<file path="config.mk">
export PLATFORM = sky130hd
export DESIGN_NAME = mem_port_arbiter
export DESIGN_NICKNAME = d
export VERILOG_FILES = /design/src/rtl/mem_port_arbiter_pkg.sv /design/src/rtl/mem_port_arbiter_starve_ctr.sv /design/src/rtl/mem_port_arbiter.sv
export SDC_FILE = /design/constraint.sdc
export NUM_CORES = 1
export LEC_CHECK = 0
export CAP_MARGIN = 0
export CORE_UTILIZATION = 30
export CTS_BUF_LIST = sky130_fd_sc_hd__clkbuf_4 sky130_fd_sc_hd__clkbuf_8
export DETAILED_ROUTE_END_ITERATION = 6
export GPL_TIMING_DRIVEN = 1
export PLACE_DENSITY = 0.78
export SLEW_MARGIN = 20
export SYNTH_ARGS = -nofsm -noshare
export SYNTH_HDL_FRONTEND = slang
export SYNTH_SLANG_ARGS = --single-unit
</file>
<file path="constraint.sdc">
create_clock -name clk -period 4.7 [get_ports clk]
set_input_delay 1.41 -clock clk [delete_from_list [all_inputs] [get_ports clk]]
set_output_delay 1.41 -clock clk [all_outputs]
set_load 0.01 [all_outputs]
</file>
<file path="src/rtl/mem_port_arbiter_pkg.sv">
// Shared types for the IF/MEM memory port arbiter.
// Holds FSM state, owner encoding and the registered port request.
package core;

    localparam int ARB_AW = 32;
    localparam int ARB_DW = 32;
    localparam int ARB_BW = ARB_DW / 8;

    typedef enum logic [1:0] {
        ARB_IDLE,
        ARB_REQ,
        ARB_WAIT
    } arb_state_t;

    typedef enum logic {
        OWN_IF,
        OWN_DM
    } arb_owner_t;

    typedef struct packed {
        logic              we;
        logic [ARB_BW-1:0] be;
        logic [ARB_AW-1:0] addr;
        logic [ARB_DW-1:0] wdata;
    } mem_port_req_t;

endpackage

</file>
<file path="src/rtl/mem_port_arbiter_starve_ctr.sv">
// Counts MEM wins while IF waits; forces an IF win at the limit.
// Only instantiated when ARB_STARVE_GUARD_EN is defined.
module arb_starve_ctr #(
    parameter int unsigned LIMIT = 4
) (
    input  logic clk,
    input  logic rst,
    input  logic arb,
    input  logic if_req,
    input  logic if_win,
    output logic force_if
);

    localparam int W = $clog2(LIMIT + 1);

    logic [W-1:0] cnt_q;

    always_ff @(posedge clk or posedge rst) begin
        if (rst) begin
            cnt_q <= '0;
        end else if (arb) begin
            if (if_win || !if_req) begin
                cnt_q <= '0;
            end else if (cnt_q != W'(LIMIT)) begin
                cnt_q <= cnt_q + W'(1);
            end
        end
    end

    assign force_if = if_req && (cnt_q == W'(LIMIT));

endmodule

</file>
<file path="src/rtl/mem_port_arbiter.sv">
// Shares one memory port between fetch and load/store, one txn at a time.
// Optional IF starvation guard: define ARB_STARVE_GUARD_EN.
module mem_port_arbiter
    import core::*;
#(
    parameter int ADDR_WIDTH   = 32,
    parameter int DATA_WIDTH   = 32,
    parameter int STARVE_LIMIT = 4
) (
    input  logic                    clk,
    input  logic                    rst,
    input  logic                    if_req_i,
    input  logic [ADDR_WIDTH-1:0]   if_addr_i,
    input  logic                    if_flush_i,
    output logic                    if_gnt_o,
    output logic                    if_rvalid_o,
    output logic [DATA_WIDTH-1:0]   if_rdata_o,
    input  logic                    dm_req_i,
    input  logic                    dm_we_i,
    input  logic [DATA_WIDTH/8-1:0] dm_be_i,
    input  logic [ADDR_WIDTH-1:0]   dm_addr_i,
    input  logic [DATA_WIDTH-1:0]   dm_wdata_i,
    output logic                    dm_gnt_o,
    output logic                    dm_rvalid_o,
    output logic [DATA_WIDTH-1:0]   dm_rdata_o,
    output logic                    mem_req_o,
    output logic                    mem_we_o,
    output logic [DATA_WIDTH/8-1:0] mem_be_o,
    output logic [ADDR_WIDTH-1:0]   mem_addr_o,
    output logic [DATA_WIDTH-1:0]   mem_wdata_o,
    input  logic                    mem_gnt_i,
    input  logic                    mem_rvalid_i,
    input  logic [DATA_WIDTH-1:0]   mem_rdata_i,
    output logic                    busy_o
);

    localparam int BE_W = DATA_WIDTH / 8;

    arb_state_t    state_q, state_d;
    arb_owner_t    owner_q, owner_d;
    logic          drop_q, drop_d;
    mem_port_req_t req_q, req_d;

    logic own_if;
    logic flush_hit;
    logic arb_en;
    logic if_wins;
    logic force_if;
    logic mask_if;

    assign own_if    = (owner_q == OWN_IF);
    assign flush_hit = if_flush_i && own_if && (state_q != ARB_IDLE);
    assign arb_en    = (if_req_i || dm_req_i) &&
                       ((state_q == ARB_IDLE) ||
                        ((state_q == ARB_WAIT) && mem_rvalid_i));
    assign if_wins   = force_if || !dm_req_i;

`ifdef ARB_STARVE_GUARD_EN
    arb_starve_ctr #(
        .LIMIT (STARVE_LIMIT)
    ) u_starve (
        .clk      (clk),
        .rst      (rst),
        .arb      (arb_en),
        .if_req   (if_req_i),
        .if_win   (if_wins),
        .force_if (force_if)
    );
`else
    assign force_if = 1'b0 && (STARVE_LIMIT != 0);
`endif

    always_comb begin
        state_d = state_q;
        owner_d = owner_q;
        drop_d  = drop_q;
        req_d   = req_q;
        if (flush_hit) drop_d = 1'b1;
        unique case (state_q)
            ARB_IDLE: drop_d = 1'b0;
            ARB_REQ: begin
                if (mem_gnt_i) state_d = ARB_WAIT;
            end
            ARB_WAIT: begin
                if (mem_rvalid_i) begin
                    state_d = ARB_IDLE;
                    drop_d  = 1'b0;
                end
            end
            default: state_d = ARB_IDLE;
        endcase
        // A finishing response and a new winner share the same cycle
        if (arb_en) begin
            state_d = ARB_REQ;
            drop_d  = 1'b0;
            if (if_wins) begin
                owner_d = OWN_IF;
                req_d   = '{we:    1'b0,
                            be:    '1,
                            addr:  ARB_AW'(if_addr_i),
                            wdata: '0};
            end else begin
                owner_d = OWN_DM;
                req_d   = '{we:    dm_we_i,
                            be:    ARB_BW'(dm_be_i),
                            addr:  ARB_AW'(dm_addr_i),
                            wdata: ARB_DW'(dm_wdata_i)};
            end
        end
    end

    always_ff @(posedge clk or posedge rst) begin
        if (rst) begin
            state_q <= ARB_IDLE;
            owner_q <= OWN_IF;
            drop_q  <= 1'b0;
            req_q   <= '0;
        end else begin
            state_q <= state_d;
            owner_q <= owner_d;
            drop_q  <= drop_d;
            req_q   <= req_d;
        end
    end

    // Same-cycle flush already counts as dropped
    assign mask_if = drop_q || if_flush_i;

    assign mem_req_o   = (state_q == ARB_REQ);
    assign mem_we_o    = req_q.we;
    assign mem_be_o    = BE_W'(req_q.be);
    assign mem_addr_o  = ADDR_WIDTH'(req_q.addr);
    assign mem_wdata_o = DATA_WIDTH'(req_q.wdata);

    assign if_gnt_o    = mem_gnt_i && (state_q == ARB_REQ) &&
                         own_if && !mask_if;
    assign dm_gnt_o    = mem_gnt_i && (state_q == ARB_REQ) && !own_if;
    assign if_rvalid_o = mem_rvalid_i && (state_q == ARB_WAIT) &&
                         own_if && !mask_if;
    assign dm_rvalid_o = mem_rvalid_i && (state_q == ARB_WAIT) && !own_if;
    assign if_rdata_o  = mem_rdata_i;
    assign dm_rdata_o  = mem_rdata_i;

    assign busy_o = (state_q != ARB_IDLE);

endmodule

</file>
==> impl_metrics.yaml <==
run_status:
  status: "finished, violations left"
  violations: "design-rule violations"
clock_network:
  cts_num_sinks: 73
  cts_tree: "built"
  clk_latency_ps: 340
  cts_inserted_buffers: 9
  path_clk_slew_ps: 70
  htreeDepth: 3
  root_buffer: "clkbuf_8"
  cts_resized: 0
  post_cts_buffers: 0
  cts.hold.buffers_added: 0
  cts_buffer_depth: 2
pwr:
  clockPowerShare: 0.184
  internal_power_w: 0.00212
  p_switching_w: 0.000947
  p_seq_frac: 0.357
  ir_drop_mv: 0.211
  leakage_nw: 2.15
  comb_power_share: 0.459
  cellPowerDensity_nw_per_um2: 583
  p_sw_frac: 0.309
setup_path:
  crit_required_ps: 3290
  crit_path_end_kind: "output pin"
  setup.worst_path.class: "primary input to output pin"
  crit_path_start_kind: "primary input"
  critPathMaxStageDelay_ps: 590
  cpMostUsedCell: "clkdlybuf4s50_1"
  arrival_ps: 2910
  r2r_cells: 3
  critPathSlowestCell: "clkdlybuf4s50_1"
  crit_chain: "clkdlybuf4s50_1 -> nand3_1 -> nor4_1 -> clkdlybuf4s50_1"
  crit_fanout: 3
timing:
  finalHoldViolCount: 0
  hold_ws_ps: 509
  grt_setup_unrepaired: "false"
  relSlewSlack: 0.492
  period_minus_slack_ps: 4320
  worstMarginPinSlew_ps: 761
  fin_crit_sh: 0.918
  fmax_mhz: 232
  finClkSkew_ps: 8.48
  drv_slew: 0
  setup_viol: 0
  setup_tns_ps: 0
floorplan:
  start_util: 0.312
  dieArea_um2: 12500
  core_area_um2: 11600
  io_pins: 279
  fp.dieH_um: 112
  rows: 39
  die_x_um: 112
cells_and_area:
  ff_latch_area_um2: 1830
  fin_nets: 533
  final_util: 0.455
  fillers: 1074
  syn_to_final_growth_pct: 46.0
  n_antenna_cell: 0
  layout-drive-gt1-share: 0.226
  multi_input_area_um2: 1170
global_routing:
  overflow: 0
  grt_pass1_wl_um: 14200
  grt_max_degree: 44
  grt_usage: 0.151
  antenna_found_initial: 0
  first_global_vias: 2678
job:
  drv_cap: 0
route:
  dr.pass1.iters: 6
  postRouteAntennaNets: 0
  drc: 20
  drtIter0Drc: 105
  wl_per_cell_um: 17.3
  dr_total_vias: 2445
  routed_wl_um: 9350
  viasPerCell: 4.52
placement:
  io_buffers: 182
  gp_congestion: 0.742
  dp_hpwl_um: 7120
synthesis:
  synth_nets: 416
  yosys_warnings: 0
  avgSynthCellArea_um2: 13.1
  netlist_instances: 276
  ys_ff_latch: 73
  synth-seq-area-share: 0.507
  syn_area_um2: 3610
  synth_cell_types: 23
min_path:
  whs_path_depth: 1
  holdCritPathClass: "register to register"
==> critical path: cells and delay by family <==
| kind | cells | cell delay, ps |
|---|---|---|
| buf+inv | 2 | 1140 |
| simple gates | 2 | 350 |
==> per-stage QoR <==
stage	cells	power [W]	setup slack (ps)	cell area [um^2]
2_1_floorplan	276	0.00182	1440	3610
3_3_place_gp	525	0.00252	395	5030
3_5_place_dp	525	0.00254	370	5030
4_1_cts	541	0.00313	370	5260
5_1_grt	541	0.00325	331	5270
6_report	541	0.00307	384	5270
==> logic make-up (layout without fill, tap and decap cells) <==
kind of cell / Yosys count / count (layout) / share of synthesized area
buf+inv: 82 / 204 / 0.169
flops: 73 / 73 / 0.507
mux: 64 / 64 / 0.200
compound gates: 42 / 42 / 0.0975
simple gates: 15 / 15 / 0.0274
==> worst paths after layout <==
kind / startpoint / to / slack, ps
max in group asynchronous: rst / mem_wdata_o[13]$_DFFE_PP0P_ / 2350
hold reg to reg: mem_addr_o[16]$_DFFE_PP0P_ / mem_addr_o[16]$_DFFE_PP0P_ / 510
hold / removal: mem_addr_o[16]$_DFFE_PP0P_ / mem_addr_o[16]$_DFFE_PP0P_ / 510
setup reg to reg: state_q[1]$_DFFE_PP0P_ / mem_wdata_o[30]$_DFFE_PP0P_ / 2900
min in group asynchronous: rst / mem_addr_o[26]$_DFFE_PP0P_ / 1500
setup / recovery: mem_rvalid_i / if_rvalid_o / 380
==> Yosys cell counts (all sizes together) <==
master	count	area share
buf	75	0.16
dfrtp	73	0.51
mux2	64	0.20
a22o	33	0.080
clkbuf	4	0.0042
o22a	4	0.0097
inv	3	0.0031
nor2	3	0.0031
a21oi	2	0.0028
nand3	2	0.0028
nor2b	2	0.0056
nor4	2	0.0035
o21ai	2	0.0028
and3	1	0.0017
nand2	1	0.0010
nand2b	1	0.0017
nor3	1	0.0045
o31ai	1	0.0021
or2	1	0.0017
or3	1	0.0017
==> cell usage in the layout, fill, tap and decap left out, types with 2 or more instances in the layout <==
| master | n |
|---|---|
| nand3_1 | 2 |
| o21ai_0 | 2 |
| clkbuf_8 | 11 |
| clkinvlp_4 | 2 |
| inv_1 | 2 |
| a22o_1 | 33 |
| o22a_1 | 4 |
| nor2_1 | 3 |
| a21oi_1 | 2 |
| bufinv_16 | 2 |
| nor4_1 | 2 |
| clkdlybuf4s50_1 | 181 |
| dfrtp_1 | 73 |
| buf_4 | 3 |
| mux2_2 | 64 |
==> flip-flops by register name (all words and copies together) (netlist names) <==
register     flops
mem_addr_o      32
mem_wdata_o     32
mem_be_o         4
state_q          2
drop_q           1
mem_we_o         1
owner_q          1
==> cell type report <==
class	count	share of cell area
timing repair buffer	185	0.349
sequential	73	0.347
multi-input combinational	121	0.223
tap	143	0.0340
clock buffer	12	0.0302
clock inverter	4	0.0143
inverter	3	0.00238
==> power groups by stage <==
stage | logic (W) | registers, W | clock network (W)
global placement | 0.00141 | 0.00110 | 0
global route | 0.00150 | 0.00114 | 0.000614
finish | 0.00141 | 0.00109 | 0.000564
floorplan | 0.000613 | 0.00121 | 0
CTS | 0.00144 | 0.00110 | 0.000592
detailed placement | 0.00144 | 0.00110 | 0
==> per-layer routing <==
layer / up-vias / part of all wire / track usage
li1: 1142 / - / -
met2: 138 / 0.53 / 0.274
met1: 1159 / 0.38 / 0.164
met5: - / 0 / 0
met4: 0 / 0.0093 / 0.0640
met3: 6 / 0.079 / 0.0397
No activity file was read; power rests on OpenSTA's default activity.
